[config.mk]
export PLATFORM = sky130hd
export DESIGN_NAME = bcd_to_bin6_seq
export DESIGN_NICKNAME = d
export VERILOG_FILES = /design/src/rtl/bcd_to_bin6_seq_pkg.sv /design/src/rtl/bcd_to_bin6_seq_nibble_sub3.sv /design/src/rtl/bcd_to_bin6_seq.sv
export SDC_FILE = /design/constraint.sdc
export NUM_CORES = 1
export LEC_CHECK = 0
export ABC_AREA = 0
export ABC_CLOCK_PERIOD_IN_PS = 3400
export BUFFER_PORTS_ARGS = -buffer_cell sky130_fd_sc_hd__buf_4
export CAP_MARGIN = 10
export CORE_MARGIN = 5
export CORE_UTILIZATION = 45
export CTS_CLUSTER_DIAMETER = 80
export DETAILED_ROUTE_END_ITERATION = 7
export SYNTH_ARGS = -nofsm -noshare
export SYNTH_HDL_FRONTEND = slang
export SYNTH_SLANG_ARGS = --single-unit
[constraint.sdc]
create_clock -name i_clk -period 3.4 [get_ports i_clk]
set_input_delay 0.34 -clock i_clk [delete_from_list [all_inputs] [get_ports i_clk]]
set_output_delay 0.34 -clock i_clk [all_outputs]
set_load 0.01 [all_outputs]
[src/rtl/bcd_to_bin6_seq_pkg.sv]
// Shared encodings and constants for the BCD <-> binary converter blocks.
package bcd_to_bin6_seq_pkg;

    // Converter FSM encoding, shared with the forward binary->BCD block.
    typedef enum logic [1:0] {
        ST_IDLE = 2'd0,
        ST_CONV = 2'd1,
        ST_DONE = 2'd2
    } state_t;

    // Reverse double dabble: a nibble >= BCD_THR after a right shift gets BCD_ADJ removed.
    localparam logic [3:0] BCD_ADJ = 4'd3;
    localparam logic [3:0] BCD_THR = 4'd8;

    // Decimal value of a two-digit BCD pair; 8 bits hold the worst case 15*10+15 = 165.
    function automatic logic [7:0] bcd_value(input logic [3:0] tens, input logic [3:0] ones);
        return 8'(tens) * 8'd10 + 8'(ones);
    endfunction

endpackage

[src/rtl/bcd_to_bin6_seq_nibble_sub3.sv]
// Per-digit correction step of the reverse double dabble: d >= 8 ? d - 3 : d.
module bcd_nibble_sub3
    import bcd_to_bin6_seq_pkg::*;
(
    input  logic [3:0] i_d,
    output logic [3:0] o_d
);

    // Nibble is 8..15 when adjusted, so the subtraction never wraps.
    always_comb begin
        o_d = i_d;
        if (i_d >= BCD_THR) begin
            o_d = i_d - BCD_ADJ;
        end
    end

endmodule

[src/rtl/bcd_to_bin6_seq.sv]
// Sequential two-digit BCD -> binary converter (shift right / subtract 3), one shift per clock.
module bcd_to_bin6_seq
    import bcd_to_bin6_seq_pkg::*;
#(
    parameter int unsigned BIN_W   = 6,
    parameter int unsigned MAX_VAL = 63
) (
    input  logic             i_clk,
    input  logic             i_rst,
    input  logic             i_start,
    input  logic [3:0]       i_tens,
    input  logic [3:0]       i_ones,
    output logic             o_busy,
    output logic             o_done,
    output logic [BIN_W-1:0] o_bin,
    output logic             o_err
);

    localparam int unsigned      Z_W       = 8 + BIN_W;
    localparam int unsigned      CNT_W     = $clog2(BIN_W);
    localparam logic [CNT_W-1:0] CNT_LAST  = CNT_W'(BIN_W - 1);
    localparam logic [7:0]       MAX_VAL_B = 8'(MAX_VAL);

    state_t             r_state;
    state_t             w_state_d;
    logic [Z_W-1:0]     r_z;
    logic [Z_W-1:0]     w_z_d;
    logic [CNT_W-1:0]   r_cnt;
    logic [CNT_W-1:0]   w_cnt_d;
    logic               r_err_n;
    logic               w_err_n_d;
    logic [BIN_W-1:0]   r_bin;
    logic [BIN_W-1:0]   w_bin_d;
    logic               r_err;
    logic               w_err_d;

    logic [Z_W-1:0]     w_z_shift;
    logic [Z_W-1:0]     w_z_adj;
    logic [3:0]         w_tens_adj;
    logic [3:0]         w_ones_adj;
    logic               w_req_bad;

    // One datapath step: shift the work register, then correct both BCD digits.
    always_comb begin
        w_z_shift = r_z >> 1;
        w_z_adj   = {w_tens_adj, w_ones_adj, w_z_shift[BIN_W-1:0]};
    end

    bcd_nibble_sub3 u_sub3_tens (
        .i_d (w_z_shift[Z_W-1 -: 4]),
        .o_d (w_tens_adj)
    );

    bcd_nibble_sub3 u_sub3_ones (
        .i_d (w_z_shift[Z_W-5 -: 4]),
        .o_d (w_ones_adj)
    );

    // Request validity: both digits decimal and the value within range.
    always_comb begin
        w_req_bad = (i_tens > 4'd9) || (i_ones > 4'd9) || (bcd_value(i_tens, i_ones) > MAX_VAL_B);
    end

    // State register; async reset aborts any conversion in flight.
    always_ff @(posedge i_clk or posedge i_rst) begin
        if (i_rst) begin
            r_state <= ST_IDLE;
        end else begin
            r_state <= w_state_d;
        end
    end

    // Next-state and datapath next values; results are latched on the way into DONE.
    always_comb begin
        w_state_d = r_state;
        w_z_d     = r_z;
        w_cnt_d   = r_cnt;
        w_err_n_d = r_err_n;
        w_bin_d   = r_bin;
        w_err_d   = r_err;
        case (r_state)
            ST_IDLE: begin
                if (i_start) begin
                    w_z_d     = {i_tens, i_ones, {BIN_W{1'b0}}};
                    w_err_n_d = w_req_bad;
                    w_cnt_d   = '0;
                    w_state_d = ST_CONV;
                end
            end
            ST_CONV: begin
                w_z_d   = w_z_adj;
                w_cnt_d = r_cnt + 1'b1;
                if (r_cnt == CNT_LAST) begin
                    // Invalid requests still run the full conversion; only the result is masked.
                    w_bin_d   = r_err_n ? '0 : w_z_adj[BIN_W-1:0];
                    w_err_d   = r_err_n;
                    w_cnt_d   = '0;
                    w_state_d = ST_DONE;
                end
            end
            ST_DONE: begin
                w_state_d = ST_IDLE;
            end
            default: begin
                w_state_d = ST_IDLE;
            end
        endcase
    end

    // Work register, shift counter, pending error and held results.
    always_ff @(posedge i_clk or posedge i_rst) begin
        if (i_rst) begin
            r_z     <= '0;
            r_cnt   <= '0;
            r_err_n <= 1'b0;
            r_bin   <= '0;
            r_err   <= 1'b0;
        end else begin
            r_z     <= w_z_d;
            r_cnt   <= w_cnt_d;
            r_err_n <= w_err_n_d;
            r_bin   <= w_bin_d;
            r_err   <= w_err_d;
        end
    end

    // Handshake and result outputs.
    always_comb begin
        o_busy = (r_state == ST_CONV) || (r_state == ST_DONE);
        o_done = (r_state == ST_DONE);
        o_bin  = r_bin;
        o_err  = r_err;
    end

endmodule

==> results of run 1 <==
layout by cell type (no fill, tap or decap), drive strengths merged, types with 3 or more instances in the layout:
cell	count
dfrtp	26
o21ai	24
nand2	20
buf	20
ha	12
nand2b	8
inv	8
a22o	5
nor2	4
mux2i	4
nand3	3
a21oi	3
xnor2	3
clkbuf	3
worst max path at each step:
stage / depth (start not counted) / startpoint / slack (ps) / to
floorplan: 7 / i_tens[1] / 1380 / r_err_n
global placement: 8 / i_tens[1] / 1190 / r_err_n
detailed placement: 8 / i_tens[1] / 1100 / r_err_n
CTS: 5 / r_state[1] / 1170 / r_cnt[0]
global route: 4 / r_state[1] / 1000 / o_err
finish: 5 / r_state[1] / 1200 / r_cnt[0]
metrics by stage:
| stage | hold WS [ps] | power, mW | utilization [%] | instances |
|---|---|---|---|---|
| after detailed placement | 461.2 | 1.072 | 53.13 | 205 |
| after CTS | 267.4 | 1.285 | 54.84 | 209 |
| final | 232.5 | 1.268 | 54.84 | 209 |
| after global routing | 281.0 | 1.390 | 54.84 | 209 |
| after floorplan | 380.0 | 0.9261 | - | 146 |
| after global placement | 459.5 | 1.056 | 53.13 | 205 |
where the power goes:
group	leakage [nW]	internal [mW]	switching (mW)	total, mW
combinational	0.434	0.247	0.300	0.547
clock	0.0279	0.119	0.0910	0.210
sequential	0.338	0.420	0.0902	0.510
total	0.800	0.787	0.481	1.27
synthesized netlist by cell type, types with 2 or more instances:
library cell / n / area (sq um)
nand3_1: 3 / 15.01
a22o_1: 5 / 43.79
xnor2_1: 3 / 26.28
nand2_1: 20 / 75.07
o21ai_0: 7 / 35.03
mux2i_1: 4 / 40.04
o21ai_1: 17 / 85.08
nand2b_1: 8 / 50.05
nand4_1: 2 / 12.51
fa_1: 2 / 40.04
buf_2: 5 / 25.02
a21o_1: 2 / 15.01
inv_1: 6 / 22.52
inv_2: 2 / 7.510
nor2_1: 4 / 15.01
and2b_1: 2 / 15.01
ha_1: 12 / 150.1
dfrtp_1: 26 / 650.6
a21oi_1: 3 / 15.01
layer usage:
metal  vias up  routed length, um  track usage, %  part of all wire, %
li1        549                  -               -                    -
met1       475               1325           19.30                   50
met2        17               1224           22.77                   46
met3         2                 75           1.518                  2.8
met4         0                 34           6.076                  1.3
met5         -                  0               0                    0
final cells by class:
| type | count | area (sq um) |
|---|---|---|
| Multi-Input combinational cell | 107 | 749.5 |
| Fill cell | 295 | 1390 |
| Clock buffer | 3 | 22.52 |
| Sequential cell | 26 | 650.6 |
| Tap cell | 44 | 55.05 |
| Timing Repair Buffer | 20 | 150.1 |
| Clock inverter | 1 | 30.03 |
| Inverter | 8 | 30.03 |
state kept, by name, indices dropped and copies added, names as in the netlist:
signal and flops:
o_bin 6, o_err 1, r_state 2, r_err_n 1
r_cnt 3, r_z 13
logic make-up (layout without fill, tap and decap cells):
group / after synthesis / count (layout) / share of synthesized area (%)
flops: 26 / 26 / 44.71
mux: 6 / 6 / 4.299
fa+ha+maj: 14 / 14 / 13.07
compound gates: 41 / 41 / 17.80
simple gates: 43 / 43 / 14.53
buf+inv: 13 / 32 / 3.783
xor+xnor: 3 / 3 / 1.806
==> impl_metrics.toml, run 1 <==
[setup_path]
start_kind = "register"
critPathBufInv = 2
crit_type = "register to register"
worst_ep_required_time_ps = 3620
cp_top_family = "adder cells"
cp_max_fo = 16
worstRegToRegCells = 5
r2r_start = "r_state[1]"
reg2reg_to = "r_cnt[0]"
crit_path_end_kind = "register"
cpMaxStageDelayCell = "ha_1"
max_stage_delay_ps = 580
crit_arrival_ps = 2420
worstPathCellList = "inv_1, ha_1, o21ai_1, buf_4, mux2_2"
rrSetupSlack_ps = 1200

[cts]
cts_tree = "done"
postCtsSetupRepairBufs = 0
cts-buffers-inserted = 3
clock-sinks = 26
cts-resized-gates = 0
clock_tree.buffer_depth = 2
clockRootBuffer = "clkbuf_4"
clock_latency_ps = 310
hold_buffers = 0
clk_pin_slew_ps = 140
htreeDepth = 1

[power]
ir_drop_v = 0.0002991
cellLeakagePower_nw = 0.8000
power-per-cell-area_nw_per_um2 = 751.0

[sta]
setup_ws_ps = 1205
worstMarginPinSlew_ps = 980.2
rsz0062_at_grt = "no"
slew_viol_final = 0
hold_viol = 0
layout_min_cycle_time_ps = 2195
fin_skew_ps = 1.424
fin_tns_setup_ps = 0
finalSetupViolCount = 0
max_freq_ghz = 0.4555
slew_headroom_pct = 34.58
fin_crit_sh_pct = 64.57

[synth]
synth_area_sq_um = 1455
avgSynthCellArea_sq_um = 9.967
yosysSeqAreaShare_pct = 44.71
synth_cells = 146
synthDistinctLibCells = 32
async_flop_share_pct = 100.0
yosys_register_bits = 26
synth_edf_count = 0
synth_top_flop_cell = "dfrtp_1"
yosys_warnings = 0
synth_fp_nets = 171

[routing]
drt_iter0_markers = 39
viasPerCell = 4.990
vias = 1043
drt-pass1-iter-count = 4
detail_route.wl_per_cell_um = 12.73
wirelength_um = 2660
ant_nets = 0
drc = 0

[grt]
antenna_found_initial = 0
grt_pass1_vias = 1109
grt_pass1_wl_um = 4850
gr-total-overflow = 0
grt_usage_pct = 14.19
grt_max_degree = 27

[floorplan]
die_x_um = 66.87
dieArea_sq_um = 4471
rows = 20
start_util_pct = 47.28
die_h_um = 66.87
boundaryPins = 20
core-area_sq_um = 3078

[place]
placed_area_sq_um = 1635
place_worst_setup_slack_ps = 1103
place_congestion = 0.7425
port_buffers = 19
place_hpwl_um = 2056

[flow_run]
drv_cap = 0

[outcome]
status = "completed"

[worst_hold_path]
hp-class = "primary input to async pin"

[finish]
antennaDiodeCount = 0
finalNetCount = 191
stdcell_area_sq_um = 1688
synthToLayoutAreaGrowth_pct = 15.99
drive_gt1_share_pct = 17.58
No activity file was read; power rests on OpenSTA's default activity.
==> inputs of run 2 (changes only) <==
- ABC_AREA: 0 -> 1
- ABC_CLOCK_PERIOD_IN_PS: 3400 -> 2200
- clock period: 3.4 -> 2.2 ns (I/O delays scaled with it)
==> run 2 against run 1 <==
  * Sequential power up 46%
  * Clock skew is 3.2 ps higher
  * Total power is 50% higher
==> impl_metrics.toml, run 2 <==
[outcome]
status = "completed"

[synth]
synth_top_flop_cell = "dfrtp_1"
netlist.area_leader.share_pct = 43.73
yosys_register_bits = 26
async_flop_share_pct = 100.0
avgSynthCellArea_sq_um = 8.908
yosysSeqAreaShare_pct = 43.73
synth_edf_count = 0
synthDistinctLibCells = 29
yosys_warnings = 0
synth_cells = 167
synth_fp_nets = 192
synth_largest_area_cell = "dfrtp_1"
synthTopCellsByArea = "dfrtp_1 (44%), ha_1 (10%), nand2_1 (8.1%), inv_1 (6.1%), o21ai_2 (4.1%)"
yosysMostFrequentCell = "nand2_1"
synthTopCellsByCount = "nand2_1 (32), dfrtp_1 (26), inv_1 (24)"
synth_area_sq_um = 1488

[cts]
clock-sinks = 26
clk_pin_slew_ps = 140
clock_tree.buffer_depth = 2
clock_latency_ps = 320
cts_tree = "done"
cts-buffers-inserted = 3
htreeDepth = 1
clockRootBuffer = "clkbuf_4"

[floorplan]
start_util_pct = 47.94
rows = 20
boundaryPins = 20
dieArea_sq_um = 4556
die_h_um = 67.50
core-area_sq_um = 3103
die_x_um = 67.50

[place]
port_buffers = 19
place_hpwl_um = 2105
place_congestion = 0.7922

[routing]
ant_nets = 0
wirelength_um = 2686
detail_route.wl_per_cell_um = 11.43
drt_iter0_markers = 67
drt-pass1-iter-count = 4
vias = 1135
drc = 0
viasPerCell = 4.830

[worst_hold_path]
worst_hold_path.endpoint = "r_z[6]"
whs_path_depth = 3
hold_path_startpoint = "i_ones[0]"
hp-class = "primary input to register"

[power]
cellLeakagePower_nw = 0.8929
power-per-cell-area_nw_per_um2 = 1088
power_mw = 1.901
ir_drop_v = 0.0005228

[setup_path]
r2r_start = "r_state[1]"
worstRegToRegCells = 7
crit_path_end_kind = "register"
worst_ep_required_time_ps = 2420
reg2reg_to = "r_cnt[1]"
crit_type = "register to register"
crit_arrival_ps = 1950
start_kind = "register"
cp_max_fo = 12
rrSetupSlack_ps = 480

[sta]
slew_viol_final = 0
fin_skew_ps = 4.577
max_freq_ghz = 0.5804
fin_crit_sh_pct = 78.32
slew_headroom_pct = 72.12
fin_tns_setup_ps = 0
worstMarginPinSlew_ps = 418.2
finalSetupViolCount = 0
rsz0062_at_grt = "no"
hold_viol = 0
layout_min_cycle_time_ps = 1723

[flow_run]
drv_cap = 0

[finish]
regArea_sq_um = 650.6
synthToLayoutAreaGrowth_pct = 17.49
drive_gt1_share_pct = 20.42
fillers = 305
antennaDiodeCount = 0
largest_reg_flops = 13
multi_input_area_sq_um = 713.2
layout_commonest_cell = "nand2_1"
mostFrequentLayoutCells = "nand2_1 (32), dfrtp_1 (26), inv_1 (24)"
top_register = "r_z"
finalNetCount = 217

[grt]
grt_pass1_wl_um = 5023
gr-total-overflow = 0
grt_usage_pct = 14.32
grt_pass1_vias = 1138
antenna_found_initial = 0
grt_max_degree = 27
[run 2: per-stage QoR]
stage / util, % / setup WS, ps / instances / hold WS [ps] / area [sq um]
floorplan: - / 481.5 / 167 / 260.0 / 1488
global placement: 54.31 / 296.0 / 230 / 299.9 / 1685
detailed placement: 54.31 / 246.9 / 230 / 305.8 / 1685
CTS: 56.33 / 455.6 / 235 / 157.9 / 1748
global route: 56.33 / 285.8 / 235 / 172.9 / 1748
finish: 56.33 / 477.0 / 235 / 161.5 / 1748
[run 2: area by class of cell]
cell class                      instances  area share, %
Clock inverter                          1          1.718
Timing Repair Buffer                   24          10.45
Sequential cell                        26          37.22
Clock buffer                            3          1.288
Tap cell                               44          3.150
Multi-Input combinational cell        112          40.80
Inverter                               25          5.369
[run 2: report_power, final]
| group | internal (mW) | switching (mW) | leakage, nW |
|---|---|---|---|
| combinational | 0.338 | 0.492 | 0.532 |
| clock | 0.184 | 0.142 | 0.0279 |
| sequential | 0.647 | 0.0975 | 0.333 |
[run 2: kinds of logic after synthesis]
logic type | synth area share [%]
AND/OR/NAND/NOR | 18.00
AO/OA/AOI/OAI | 15.90
buffers and inverters | 8.326
flip-flops | 43.73
adder cells (fa/ha/maj) | 12.78
XOR/XNOR | 0.5888
multiplexers | 0.6729
[run 2: worst max-delay path: stages, from the launching register on]
cell and delay, ps:
dfrtp_1 410, inv_1 90, ha_1 190, inv_2 80
o21ai_2 350, buf_4 250, nand3_1 90, nor3b_2 160
[run 2: repair_timing]
item | 4_1_cts | 5_1_grt
hold endpoints to repair | 26 | 0
resized for setup | 0 | 0
buffers inserted | 0 | 0
endpoints found under the setup margin | 0 | 0
hold buffers | 1 | 0
[run 2: routing by layer]
metal	routed length (um)	track usage (%)	up-vias
li1	-	-	596
met1	1319	18.91	524
met2	1265	23.21	13
met3	82	3.161	2
met4	19	4.557	0
met5	0	0	-
[run 2: worst max path at each step]
stage / depth (start not counted) / from / to
2_1_floorplan: 10 / i_tens[1] / r_err_n
3_3_place_gp: 11 / i_tens[1] / r_err_n
3_5_place_dp: 11 / i_tens[1] / r_err_n
4_1_cts: 7 / r_state[1] / r_cnt[1]
5_1_grt: 7 / r_state[1] / r_cnt[1]
6_report: 7 / r_state[1] / r_cnt[1]
==> inputs of run 3 (changes only) <==
- ABC_CLOCK_PERIOD_IN_PS: 2200 -> 1500
- PLACE_DENSITY: unset -> 0.67
- clock period: 2.2 -> 1.5 ns (I/O delays scaled with it)
==> run 3 against run 2 <==
  * The run now ends with negative setup slack left
  * Critical path depth grew 3
  * Routed wire length up 28%
  * First-iteration DRC count fell by 55%
  * Cell count rose by 5.5%
  * Largest cell class unchanged
  * Global-route usage increased by 1.4 points
  * Critical path type is now primary input to register
  * Sequential cell count unchanged
==> impl_metrics.toml, run 3 (same netlist as run 2, synthesis figures left out) <==
[grt]
grt_pass1_vias = 1283
grt_pass1_wl_um = 5506
grt_usage_pct = 15.72
antenna_found_initial = 0
grt_max_degree = 27
gr-total-overflow = 0

[sta]
fin_skew_ps = 8.232
max_freq_ghz = 0.6531
fin_tns_setup_ps = -31.26
fin_crit_sh_pct = 102.1
setup_ws_ps = -31.26
layout_min_cycle_time_ps = 1531
hold_viol = 0
rsz0062_at_grt = "yes"
finalSetupViolCount = 1
hold_slack_ps = 85.84
worstMarginPinSlew_ps = 333.4
slew_headroom_pct = 77.77
slew_viol_final = 0

[setup_path]
crit_arrival_ps = 1790
worst_ep_required_time_ps = 1760
crit_type = "primary input to register"
cp_max_fo = 2
crit_path_end_kind = "register"
start_kind = "primary input"

[floorplan]
core-area_sq_um = 3103
rows = 20
boundaryPins = 20
dieArea_sq_um = 4556
die_x_um = 67.50
die_h_um = 67.50
start_util_pct = 47.94

[power]
cellLeakagePower_nw = 0.9608
power-per-cell-area_nw_per_um2 = 1632
ir_drop_v = 0.0005686
power_mw = 3.213

[routing]
wirelength_um = 3426
drc = 0
detail_route.wl_per_cell_um = 13.81
viasPerCell = 5.113
vias = 1268
drt_iter0_markers = 30
ant_nets = 0
drt-pass1-iter-count = 4

[outcome]
violations = "negative setup slack"
status = "finished with violations"

[cts]
clk_pin_slew_ps = 140
clock-sinks = 26
htreeDepth = 1
clock_tree.buffer_depth = 2
clockRootBuffer = "clkbuf_4"
cts-buffers-inserted = 3
cts_tree = "done"
clock_latency_ps = 320

[finish]
largest_reg_flops = 13
mostFrequentLayoutCells = "buf_4 (31), nand2_1 (29), dfrtp_1 (26)"
drive_gt1_share_pct = 36.27
finalNetCount = 230
synthToLayoutAreaGrowth_pct = 32.30
top_register = "r_z"
antennaDiodeCount = 0
layout_commonest_cell = "buf_4"
fillers = 290

[place]
place_hpwl_um = 2408
port_buffers = 19
place_congestion = 0.7936

[flow_run]
drv_cap = 0

[worst_hold_path]
hp-class = "primary input to register"
-- run 3: changes by cell type in the layout (fill, tap and decap cells not counted), sizes merged --
cell,previous run,this run
buf,23,36
-- run 3: layer usage --
metal  share of wire (%)  up-vias  track usage [%]
li1                    -      626                -
met1                  37      598            18.18
met2                  55       34            29.77
met3                 4.3       10            1.498
met4                 3.2        0            5.316
met5                   0        -                0
-- run 3: where the power goes --
| group | switching (mW) | internal [mW] |
|---|---|---|
| clock | 0.207 | 0.270 |
| sequential | 0.166 | 0.949 |
| combinational | 0.895 | 0.727 |
-- run 3: path summary, 6_finish.rpt --
check                      startpoint    endpoint  slack, ps  depth (start not counted)
max in group asynchronous       i_rst      r_z[9]        830                          4
hold / removal              i_ones[0]      r_z[6]         90                          3
setup / recovery            i_tens[3]     r_err_n        -30                         10
hold reg to reg              o_bin[5]    o_bin[5]        500                          2
min in group asynchronous       i_rst    o_bin[4]        420                          4
setup reg to reg           r_state[1]  r_state[0]         30                          7
-- run 3: final cells by class --
| type | count | area (sq um) | share of cell area (%) |
|---|---|---|---|
| Clock buffer | 3 | 22.52 | 1.144 |
| Clock inverter | 1 | 30.03 | 1.526 |
| Inverter | 25 | 98.84 | 5.022 |
| Multi-Input combinational cell | 112 | 814.5 | 41.39 |
| Sequential cell | 26 | 650.6 | 33.06 |
| Tap cell | 44 | 55.05 | 2.797 |
| Timing Repair Buffer | 37 | 296.5 | 15.07 |
-- run 3: stage by stage --
stage | area [sq um] | utilization [%] | instances | setup slack (ps)
floorplan | 1490 | - | 167 | -95.50
global placement | 1748 | 56.33 | 238 | -252.3
detailed placement | 1748 | 56.33 | 238 | -326.8
CTS | 1834 | 59.11 | 244 | 5.784
global route | 1968 | 63.43 | 248 | -90.56
finish | 1968 | 63.43 | 248 | -31.26
-- run 3: timing repair --
action,CTS,global route
hold buffers,1,0
pin swaps,0,10
endpoints found under the hold margin,26,0
gates resized for setup,6,30
gates cloned,0,1
endpoints found under the setup margin,22,20
setup buffers,1,3
-- run 3: critical path: stages --
cell and delay (ps):
buf_8 100, ha_4 230, ha_4 170, fa_2 580, nand2_2 70, a21oi_1 140, nand3_1 100, nand3_1 100
nor2_1 50, nor2_1 100
